<file path="src/rtl/sequenciador_noite_if.sv">
// +----------------------------------------------------------------------------+
// | Module   : sequenciador_noite_if                                           |
// | Purpose  : Control/status bundle between the game control unit and the    |
// |            night-phase sequencer.                                          |
// | Revision : 1.0                                                             |
// +----------------------------------------------------------------------------+
`default_nettype none

interface sequenciador_noite_if #(
  parameter int NJOG = 5
) ();
  logic                inicia;
  logic [2*NJOG-1:0]   jogo;
  logic [NJOG-1:0]     vivos;
  logic [2:0]          escolha;
  logic                confirma;

  logic                vez_lobo;
  logic                vez_medico;
  logic                erro_escolha;
  logic                fim_noite;
  logic                houve_morte;
  logic [2:0]          morto;
  logic [NJOG-1:0]     vivos_out;
  logic [4:0]          db_estado;

  modport master (
    output inicia, jogo, vivos, escolha, confirma,
    input  vez_lobo, vez_medico, erro_escolha, fim_noite, houve_morte,
           morto, vivos_out, db_estado
  );

  modport slave (
    input  inicia, jogo, vivos, escolha, confirma,
    output vez_lobo, vez_medico, erro_escolha, fim_noite, houve_morte,
           morto, vivos_out, db_estado
  );
endinterface

`default_nettype wire

</file>
<file path="src/rtl/sequenciador_noite.sv">
// +----------------------------------------------------------------------------+
// | Module   : sequenciador_noite                                              |
// | Purpose  : Night-phase controller: wolf turn, doctor turn, kill/save       |
// |            resolution and publication of the updated alive mask.          |
// | Options  : SEQ_NOITE_TEMPO_LIMITE_EN enables the per-turn timeout counter. |
// | Revision : 1.0                                                             |
// +----------------------------------------------------------------------------+
`default_nettype none

module sequenciador_noite #(
  parameter int NJOG         = 5,
  parameter int TEMPO_LIMITE = 50_000_000,
  parameter int NT           = 26
) (
  input  logic                 clock,
  input  logic                 reset,
  sequenciador_noite_if.slave  bus
);

  typedef enum logic [2:0] {
    OCIOSO     = 3'd0,
    VEZ_LOBO   = 3'd1,
    VEZ_MEDICO = 3'd2,
    RESOLVE    = 3'd3,
    FIM        = 3'd4
  } estado_t;

  localparam logic [1:0] C_COD_LOBO   = 2'b01;
  localparam logic [1:0] C_COD_MEDICO = 2'b10;
  localparam logic [3:0] C_NJOG       = 4'(NJOG);

  // Returns {found, index} of the lowest-index player holding role code cod.
  function automatic logic [3:0] acha_papel(input logic [2*NJOG-1:0] mapa,
                                            input logic [1:0]        cod);
    logic [3:0] r;
    r = 4'b0000;
    for (int i = NJOG - 1; i >= 0; i--) begin
      if (mapa[2*NJOG-1-2*i -: 2] == cod) begin
        r = {1'b1, 3'(i)};
      end
    end
    return r;
  endfunction

  function automatic logic vivo(input logic [NJOG-1:0] m, input logic [2:0] idx);
    logic r;
    r = 1'b0;
    for (int i = 0; i < NJOG; i++) begin
      if (idx == 3'(i)) begin
        r = m[i];
      end
    end
    return r;
  endfunction

  function automatic logic [NJOG-1:0] um_quente(input logic [2:0] idx);
    logic [NJOG-1:0] r;
    r = '0;
    for (int i = 0; i < NJOG; i++) begin
      if (idx == 3'(i)) begin
        r[i] = 1'b1;
      end
    end
    return r;
  endfunction

  estado_t           state_q, state_d;
  logic [2*NJOG-1:0] jogo_q, jogo_d;
  logic [NJOG-1:0]   vivos_q, vivos_d;
  logic [2:0]        vitima_q, vitima_d;
  logic              tem_vitima_q, tem_vitima_d;
  logic [2:0]        salvo_q, salvo_d;
  logic              tem_salvo_q, tem_salvo_d;
  logic              erro_q, erro_d;
  logic              houve_q, houve_d;
  logic [2:0]        morto_q, morto_d;
  logic [NJOG-1:0]   vivos_out_q, vivos_out_d;

  logic [2*NJOG-1:0] w_jogo_sel;
  logic [NJOG-1:0]   w_vivos_sel;
  logic [3:0]        w_lobo;
  logic [3:0]        w_medico;
  logic              w_lobo_pres;
  logic              w_medico_pres;
  logic              w_escolha_ok;
  logic              w_lobo_ok;
  logic              w_medico_ok;
  logic              w_morte;
  logic              w_fim_turno;

  // In OCIOSO the actor lookup must see the values being captured on this edge.
  assign w_jogo_sel    = (state_q == OCIOSO) ? bus.jogo  : jogo_q;
  assign w_vivos_sel   = (state_q == OCIOSO) ? bus.vivos : vivos_q;
  assign w_lobo        = acha_papel(w_jogo_sel, C_COD_LOBO);
  assign w_medico      = acha_papel(w_jogo_sel, C_COD_MEDICO);
  assign w_lobo_pres   = w_lobo[3]   && vivo(w_vivos_sel, w_lobo[2:0]);
  assign w_medico_pres = w_medico[3] && vivo(w_vivos_sel, w_medico[2:0]);

  assign w_escolha_ok  = ({1'b0, bus.escolha} < C_NJOG) && vivo(vivos_q, bus.escolha);
  assign w_lobo_ok     = w_escolha_ok && (bus.escolha != w_lobo[2:0]);
  assign w_medico_ok   = w_escolha_ok;

  assign w_morte = tem_vitima_q && (!tem_salvo_q || (salvo_q != vitima_q));

`ifdef SEQ_NOITE_TEMPO_LIMITE_EN
  localparam logic [NT-1:0] C_TEMPO_FIM = NT'(TEMPO_LIMITE - 1);

  logic [NT-1:0] tempo_q, tempo_d;

  // Counter restarts on every state change so each turn gets a full budget.
  always_comb begin
    tempo_d = '0;
    if (((state_q == VEZ_LOBO) || (state_q == VEZ_MEDICO)) && (state_d == state_q)) begin
      tempo_d = tempo_q + NT'(1);
    end
  end

  always_ff @(posedge clock) begin
    if (reset) begin
      tempo_q <= '0;
    end else begin
      tempo_q <= tempo_d;
    end
  end

  assign w_fim_turno = ((state_q == VEZ_LOBO) || (state_q == VEZ_MEDICO)) &&
                       (tempo_q == C_TEMPO_FIM);
`else
  assign w_fim_turno = 1'b0;
`endif

  always_comb begin
    state_d      = state_q;
    jogo_d       = jogo_q;
    vivos_d      = vivos_q;
    vitima_d     = vitima_q;
    tem_vitima_d = tem_vitima_q;
    salvo_d      = salvo_q;
    tem_salvo_d  = tem_salvo_q;
    erro_d       = 1'b0;
    houve_d      = houve_q;
    morto_d      = morto_q;
    vivos_out_d  = vivos_out_q;

    case (state_q)
      OCIOSO: begin
        if (bus.inicia) begin
          jogo_d       = bus.jogo;
          vivos_d      = bus.vivos;
          vitima_d     = 3'd0;
          tem_vitima_d = 1'b0;
          salvo_d      = 3'd0;
          tem_salvo_d  = 1'b0;
          houve_d      = 1'b0;
          morto_d      = 3'd0;
          if (w_lobo_pres) begin
            state_d = VEZ_LOBO;
          end else if (w_medico_pres) begin
            state_d = VEZ_MEDICO;
          end else begin
            state_d = RESOLVE;
          end
        end
      end

      VEZ_LOBO: begin
        if (bus.confirma && w_lobo_ok) begin
          vitima_d     = bus.escolha;
          tem_vitima_d = 1'b1;
          state_d      = w_medico_pres ? VEZ_MEDICO : RESOLVE;
        end else begin
          erro_d = bus.confirma;
          if (w_fim_turno) begin
            state_d = w_medico_pres ? VEZ_MEDICO : RESOLVE;
          end
        end
      end

      VEZ_MEDICO: begin
        if (bus.confirma && w_medico_ok) begin
          salvo_d     = bus.escolha;
          tem_salvo_d = 1'b1;
          state_d     = RESOLVE;
        end else begin
          erro_d = bus.confirma;
          if (w_fim_turno) begin
            state_d = RESOLVE;
          end
        end
      end

      RESOLVE: begin
        houve_d     = w_morte;
        morto_d     = w_morte ? vitima_q : 3'd0;
        vivos_out_d = w_morte ? (vivos_q & ~um_quente(vitima_q)) : vivos_q;
        state_d     = FIM;
      end

      FIM: begin
        state_d = OCIOSO;
      end

      default: begin
        state_d = OCIOSO;
      end
    endcase
  end

  always_ff @(posedge clock) begin
    if (reset) begin
      state_q      <= OCIOSO;
      jogo_q       <= '0;
      vivos_q      <= '0;
      vitima_q     <= 3'd0;
      tem_vitima_q <= 1'b0;
      salvo_q      <= 3'd0;
      tem_salvo_q  <= 1'b0;
      erro_q       <= 1'b0;
      houve_q      <= 1'b0;
      morto_q      <= 3'd0;
      vivos_out_q  <= '0;
    end else begin
      state_q      <= state_d;
      jogo_q       <= jogo_d;
      vivos_q      <= vivos_d;
      vitima_q     <= vitima_d;
      tem_vitima_q <= tem_vitima_d;
      salvo_q      <= salvo_d;
      tem_salvo_q  <= tem_salvo_d;
      erro_q       <= erro_d;
      houve_q      <= houve_d;
      morto_q      <= morto_d;
      vivos_out_q  <= vivos_out_d;
    end
  end

  always_comb begin
    bus.db_estado = 5'b11111;
    case (state_q)
      OCIOSO, VEZ_LOBO, VEZ_MEDICO, RESOLVE, FIM: bus.db_estado = {2'b00, state_q};
      default:                                    bus.db_estado = 5'b11111;
    endcase
  end

  assign bus.vez_lobo     = (state_q == VEZ_LOBO);
  assign bus.vez_medico   = (state_q == VEZ_MEDICO);
  assign bus.fim_noite    = (state_q == FIM);
  assign bus.erro_escolha = erro_q;
  assign bus.houve_morte  = houve_q;
  assign bus.morto        = morto_q;
  assign bus.vivos_out    = vivos_out_q;

endmodule

`default_nettype wire

</file>
<file path="src/flat_wrapper.sv">
// flat-port wrapper written by rule: the top's interface ports become plain ports
module sequenciador_noite_flat 
#(
  parameter int NJOG         = 5,
  parameter int TEMPO_LIMITE = 50_000_000,
  parameter int NT           = 26
)
  (clock, reset, bus_inicia, bus_jogo, bus_vivos, bus_escolha, bus_confirma, bus_vez_lobo, bus_vez_medico, bus_erro_escolha, bus_fim_noite, bus_houve_morte, bus_morto, bus_vivos_out, bus_db_estado);
  sequenciador_noite_if #(.NJOG(NJOG)) bus_i ();
  input  logic clock;
  input  logic reset;
  input wire logic [$bits(bus_i.inicia)-1:0] bus_inicia;
  input wire logic [$bits(bus_i.jogo)-1:0] bus_jogo;
  input wire logic [$bits(bus_i.vivos)-1:0] bus_vivos;
  input wire logic [$bits(bus_i.escolha)-1:0] bus_escolha;
  input wire logic [$bits(bus_i.confirma)-1:0] bus_confirma;
  output wire logic [$bits(bus_i.vez_lobo)-1:0] bus_vez_lobo;
  output wire logic [$bits(bus_i.vez_medico)-1:0] bus_vez_medico;
  output wire logic [$bits(bus_i.erro_escolha)-1:0] bus_erro_escolha;
  output wire logic [$bits(bus_i.fim_noite)-1:0] bus_fim_noite;
  output wire logic [$bits(bus_i.houve_morte)-1:0] bus_houve_morte;
  output wire logic [$bits(bus_i.morto)-1:0] bus_morto;
  output wire logic [$bits(bus_i.vivos_out)-1:0] bus_vivos_out;
  output wire logic [$bits(bus_i.db_estado)-1:0] bus_db_estado;
  assign bus_i.inicia = bus_inicia;
  assign bus_i.jogo = bus_jogo;
  assign bus_i.vivos = bus_vivos;
  assign bus_i.escolha = bus_escolha;
  assign bus_i.confirma = bus_confirma;
  assign bus_vez_lobo = bus_i.vez_lobo;
  assign bus_vez_medico = bus_i.vez_medico;
  assign bus_erro_escolha = bus_i.erro_escolha;
  assign bus_fim_noite = bus_i.fim_noite;
  assign bus_houve_morte = bus_i.houve_morte;
  assign bus_morto = bus_i.morto;
  assign bus_vivos_out = bus_i.vivos_out;
  assign bus_db_estado = bus_i.db_estado;
  sequenciador_noite #(.NJOG(NJOG), .TEMPO_LIMITE(TEMPO_LIMITE), .NT(NT)) u_core (.clock(clock), .reset(reset), .bus(bus_i));
endmodule
</file>
<file path="config.mk">
export PLATFORM = sky130hd
export DESIGN_NAME = sequenciador_noite_flat
export DESIGN_NICKNAME = d
export VERILOG_FILES = /design/src/rtl/sequenciador_noite_if.sv /design/src/rtl/sequenciador_noite.sv /design/src/flat_wrapper.sv
export SDC_FILE = /design/constraint.sdc
export NUM_CORES = 1
export LEC_CHECK = 0
export CORE_ASPECT_RATIO = 1.2
export CORE_MARGIN = 1.5
export CORE_UTILIZATION = 40
export CTS_BUF_LIST = sky130_fd_sc_hd__clkbuf_16
export DETAILED_ROUTE_END_ITERATION = 16
export GPL_ROUTABILITY_DRIVEN = 0
export PLACE_DENSITY = 0.61
export SYNTH_ARGS = -nofsm -noshare
export SYNTH_HDL_FRONTEND = slang
export SYNTH_SLANG_ARGS = --single-unit
</file>
<file path="constraint.sdc">
create_clock -name clock -period 6.8 [get_ports clock]
set_clock_uncertainty 0.2 [all_clocks]
set_input_delay 2.04 -clock clock [delete_from_list [all_inputs] [get_ports clock]]
set_output_delay 2.04 -clock clock [all_outputs]
set_load 0.01 [all_outputs]
</file>
==> summary.txt <==
Status
  – Status: finished clean

Routing
  – Drc violations: 0
  – Routed length on met2: 2580 um
  – Max layer used: met4
  – Iter 0 DRT Violations: 100
  – TritonRoute pass-1 iters: 5
  – Number of vias per cell: 5.55
  – Routed wire per std cell: between 15 and 20 um
  – Vias after detailed routing: 2042
  – Met3 WL: 256 um
  – Aggregate routed wire length: around 5600 um
  – Post-DRT Antenna Nets: 0
  – M1 wire length: 2630 um

Power and ir drop
  – Total chip power: 838 uW
  – Leakage power: 0.914 nW
  – Pwr dens: around 320 nW/um^2
  – VDD IR-drop max: 0.172 mV

Final layout
  – Cell area after layout: 2620 sq um
  – Post-layout net count: ~330
  – Most frequent cells in the layout: 57 x nand2_1, 39 x clkdlybuf4s50_1, 36 x dfxtp_1, 34 x a21oi_1, 15 x nand3_1
  – Share of layout cells above drive strength 1: 6.17%
  – Area Growth Syn to Fin: 26.7%
  – Antenna Cells: 0
  – Leading cell type in the layout, fill and taps excluded: nand2_1

Yosys
  – Compound-Gate Fraction of Synth Area: 23.4%
  – Post-synthesis mux area share: roughly 3.8%
  – Prevailing post-synth register cell: dfxtp_1
  – Yosys warns: 0
  – Number of flops mapped to enable cells by yosys: 0
  – Netlist cell types: 53
  – Synthesized-area fraction occupied by adder cells: 0%
  – Ranking of synthesized cells by area: dfxtp_1 35%, nand2_1 10%, a21oi_1 8.2%
  – Synth Register Bits: 36
  – Seq/Total Area, Yosys: between 30% and 40%
  – Simple-gate share of the synthesized area: roughly a third
  – Syn avg cell area: 7.51 sq um
  – Largest family of logic cells by synthesized area: simple AND/OR/NAND/NOR gates
  – XOR/XNOR Fraction of Synth Area: under 10%
  – Cell taking the most area after synthesis: dfxtp_1
  – Share of flip-flops with an asynchronous set or reset: 0%
  – Synthesized area: 2070 sq um
  – Post-synthesis net count: 297
  – Share of the synthesized area in the top cell type: 34.9%
  – Mapped Cells: 275

Critical path
  – Crit path DAT: 2.00 ns
  – Critical Path Start Type: flop
  – Reg2reg start: u_core.state_q[2]
  – Crit Path Category: reg2out
  – CP endpoint kind: output port
  – FF-to-FF End: u_core.state_q[1]
  – FF-to-FF path depth: 7
  – Flop2flop setup slack: 4.10 ns
  – Critical-path maximum fanout: 11
  – Req. time, crit path: about 4.6 ns

Clocking
  – Total CTS buffers: 5
  – H-tree Lvls: 2
  – Clk sink count: 36
  – CTS tree: yes
  – CTS Buffer Depth: 2
  – Clk Latency, worst-skew pair: about 0.28 ns
  – Root buf cell: clkbuf_16
  – Post-CTS setup buffer count: 0
  – Hold Buf Count CTS: 0
  – CTS resizes: 0
  – Clock transition at the registers of the reported paths: ~0.060 ns

GRT
  – Initial antenna violation count: 0
  – Vias in the first global route: about 1700
  – First-pass GRT wire length: 8560 um
  – All-Layer GR Usage: 20.6%
  – Largest net degree at the start of global routing: 39
  – Grt ovf: 0

Timing
  – Setup violation total in the final timing report: 0
  – FMAX: 236 MHz
  – Final hold vios: 0
  – Transition time of the tightest slew-check pin: 0.918 ns
  – Final period util: a little over three fifths
  – Minimum clock period: 4.24 ns
  – Slew Viols, Final: 0
  – TNS Setup: 0 ns
  – RSZ-0062 raised after global routing: no
  – Max-slew headroom: between 30% and 40%

Hold path
  – Hold Path Depth: 2
  – Min-delay src: u_core.bus.vivos_out[3]
  – Worst min path class: reg2reg
  – End of the worst hold path: u_core.bus.vivos_out[3]

Floorplan
  – Core Region: approximately 4900 sq um
  – Chip height: 81.7 um
  – Ports: 40
  – Die width: around 70 um
  – Placement Rows: 28
  – Die area: 5610 sq um
  – Starting density of the core: roughly two fifths

Job
  – Max-Cap Viols: 0

Placement
  – PortBufs: 39
  – HPWL after detailed placement: around 4000 um
  – Dpl cell area: 2480 sq um
## through the flow
step           setup WS, ns  util [%]  hold WS [ns]  cells
5_1_grt                2.43      53.0         0.272    368
3_5_place_dp           2.30      50.1         0.246    360
6_report               2.56      53.0         0.251    368
2_1_floorplan          3.06         -         0.237    275
4_1_cts                2.54      53.0         0.254    368
3_3_place_gp           2.38      50.1         0.241    360
## area by class of cell
type / instances / area (sq um)
inverters: 1 / 3.75
multi-input cells: 222 / 1270
clock buffers: 5 / 125
clock inverters: 3 / 15.0
flip-flops and latches: 36 / 721
fillers: 520 / 2320
repair buffers: 41 / 405
well taps: 60 / 75.1
## worst max-delay path by stage
stage	start	end	slack, ns
global route	u_core.state_q[0]	bus_vez_lobo	2.43
floorplan	bus_jogo[2]	u_core.state_q[0]	3.06
finish	u_core.state_q[0]	bus_vez_lobo	2.56
CTS	u_core.state_q[0]	bus_vez_lobo	2.54
detailed placement	bus_jogo[2]	u_core.state_q[1]	2.30
global placement	bus_jogo[2]	u_core.state_q[1]	2.38
## worst max-delay path, stage by stage (launching register included)
cell and delay [ns]:
dfxtp_1 0.51, and2b_1 0.23, nor2b_1 0.37, clkdlybuf4s50_1 0.61
## synth_stat cells (2+ instances only)
cell type / instances
clkbuf_2: 2
o32ai_1: 3
a21oi_1: 34
clkbuf_1: 10
o21ai_0: 5
xnor2_1: 3
or2_2: 2
nand2b_1: 11
buf_2: 3
o211ai_1: 6
o22ai_1: 2
mux2i_1: 3
or3_1: 4
o2111ai_1: 2
dfxtp_1: 36
a311oi_1: 2
nand3b_1: 2
nor3_1: 5
nand2_1: 57
a31oi_1: 5
nor2_1: 14
nor2b_1: 14
nor3b_1: 4
nand3_1: 15
and2_1: 3
## cells by family (layout without fill, tap and decap cells)
family / count (synthesis) / in the layout
XOR/XNOR: 4 / 4
AND/OR/NAND/NOR: 138 / 138
buffers and inverters: 17 / 50
flip-flops: 36 / 36
AO/OA/AOI/OAI: 74 / 74
multiplexers: 6 / 6
## where the power goes
part	switching (mW)	internal (mW)	total [mW]
Sequential	0.0315	0.235	0.266
Combinational	0.206	0.147	0.353
Clock	0.0865	0.133	0.219
Total	0.324	0.514	0.838
## registers in the layout, summed over array words and instances (netlist names)
name                     flops
u_core.jogo_q               10
u_core.bus.vivos_out         5
u_core.vivos_q               5
u_core.bus.morto             3
u_core.salvo_q               3
u_core.state_q               3
u_core.vitima_q              3
u_core.bus.erro_escolha      1
u_core.bus.houve_morte       1
u_core.tem_salvo_q           1
u_core.tem_vitima_q          1
## per-layer routing
metal  global-route usage, %  vias up
li1                        -     1047
met1                    28.3      931
met2                    31.2       55
met3                    3.70        9
met4                    8.80        0
met5                       0        -
Power figures use the tool's default switching activity.
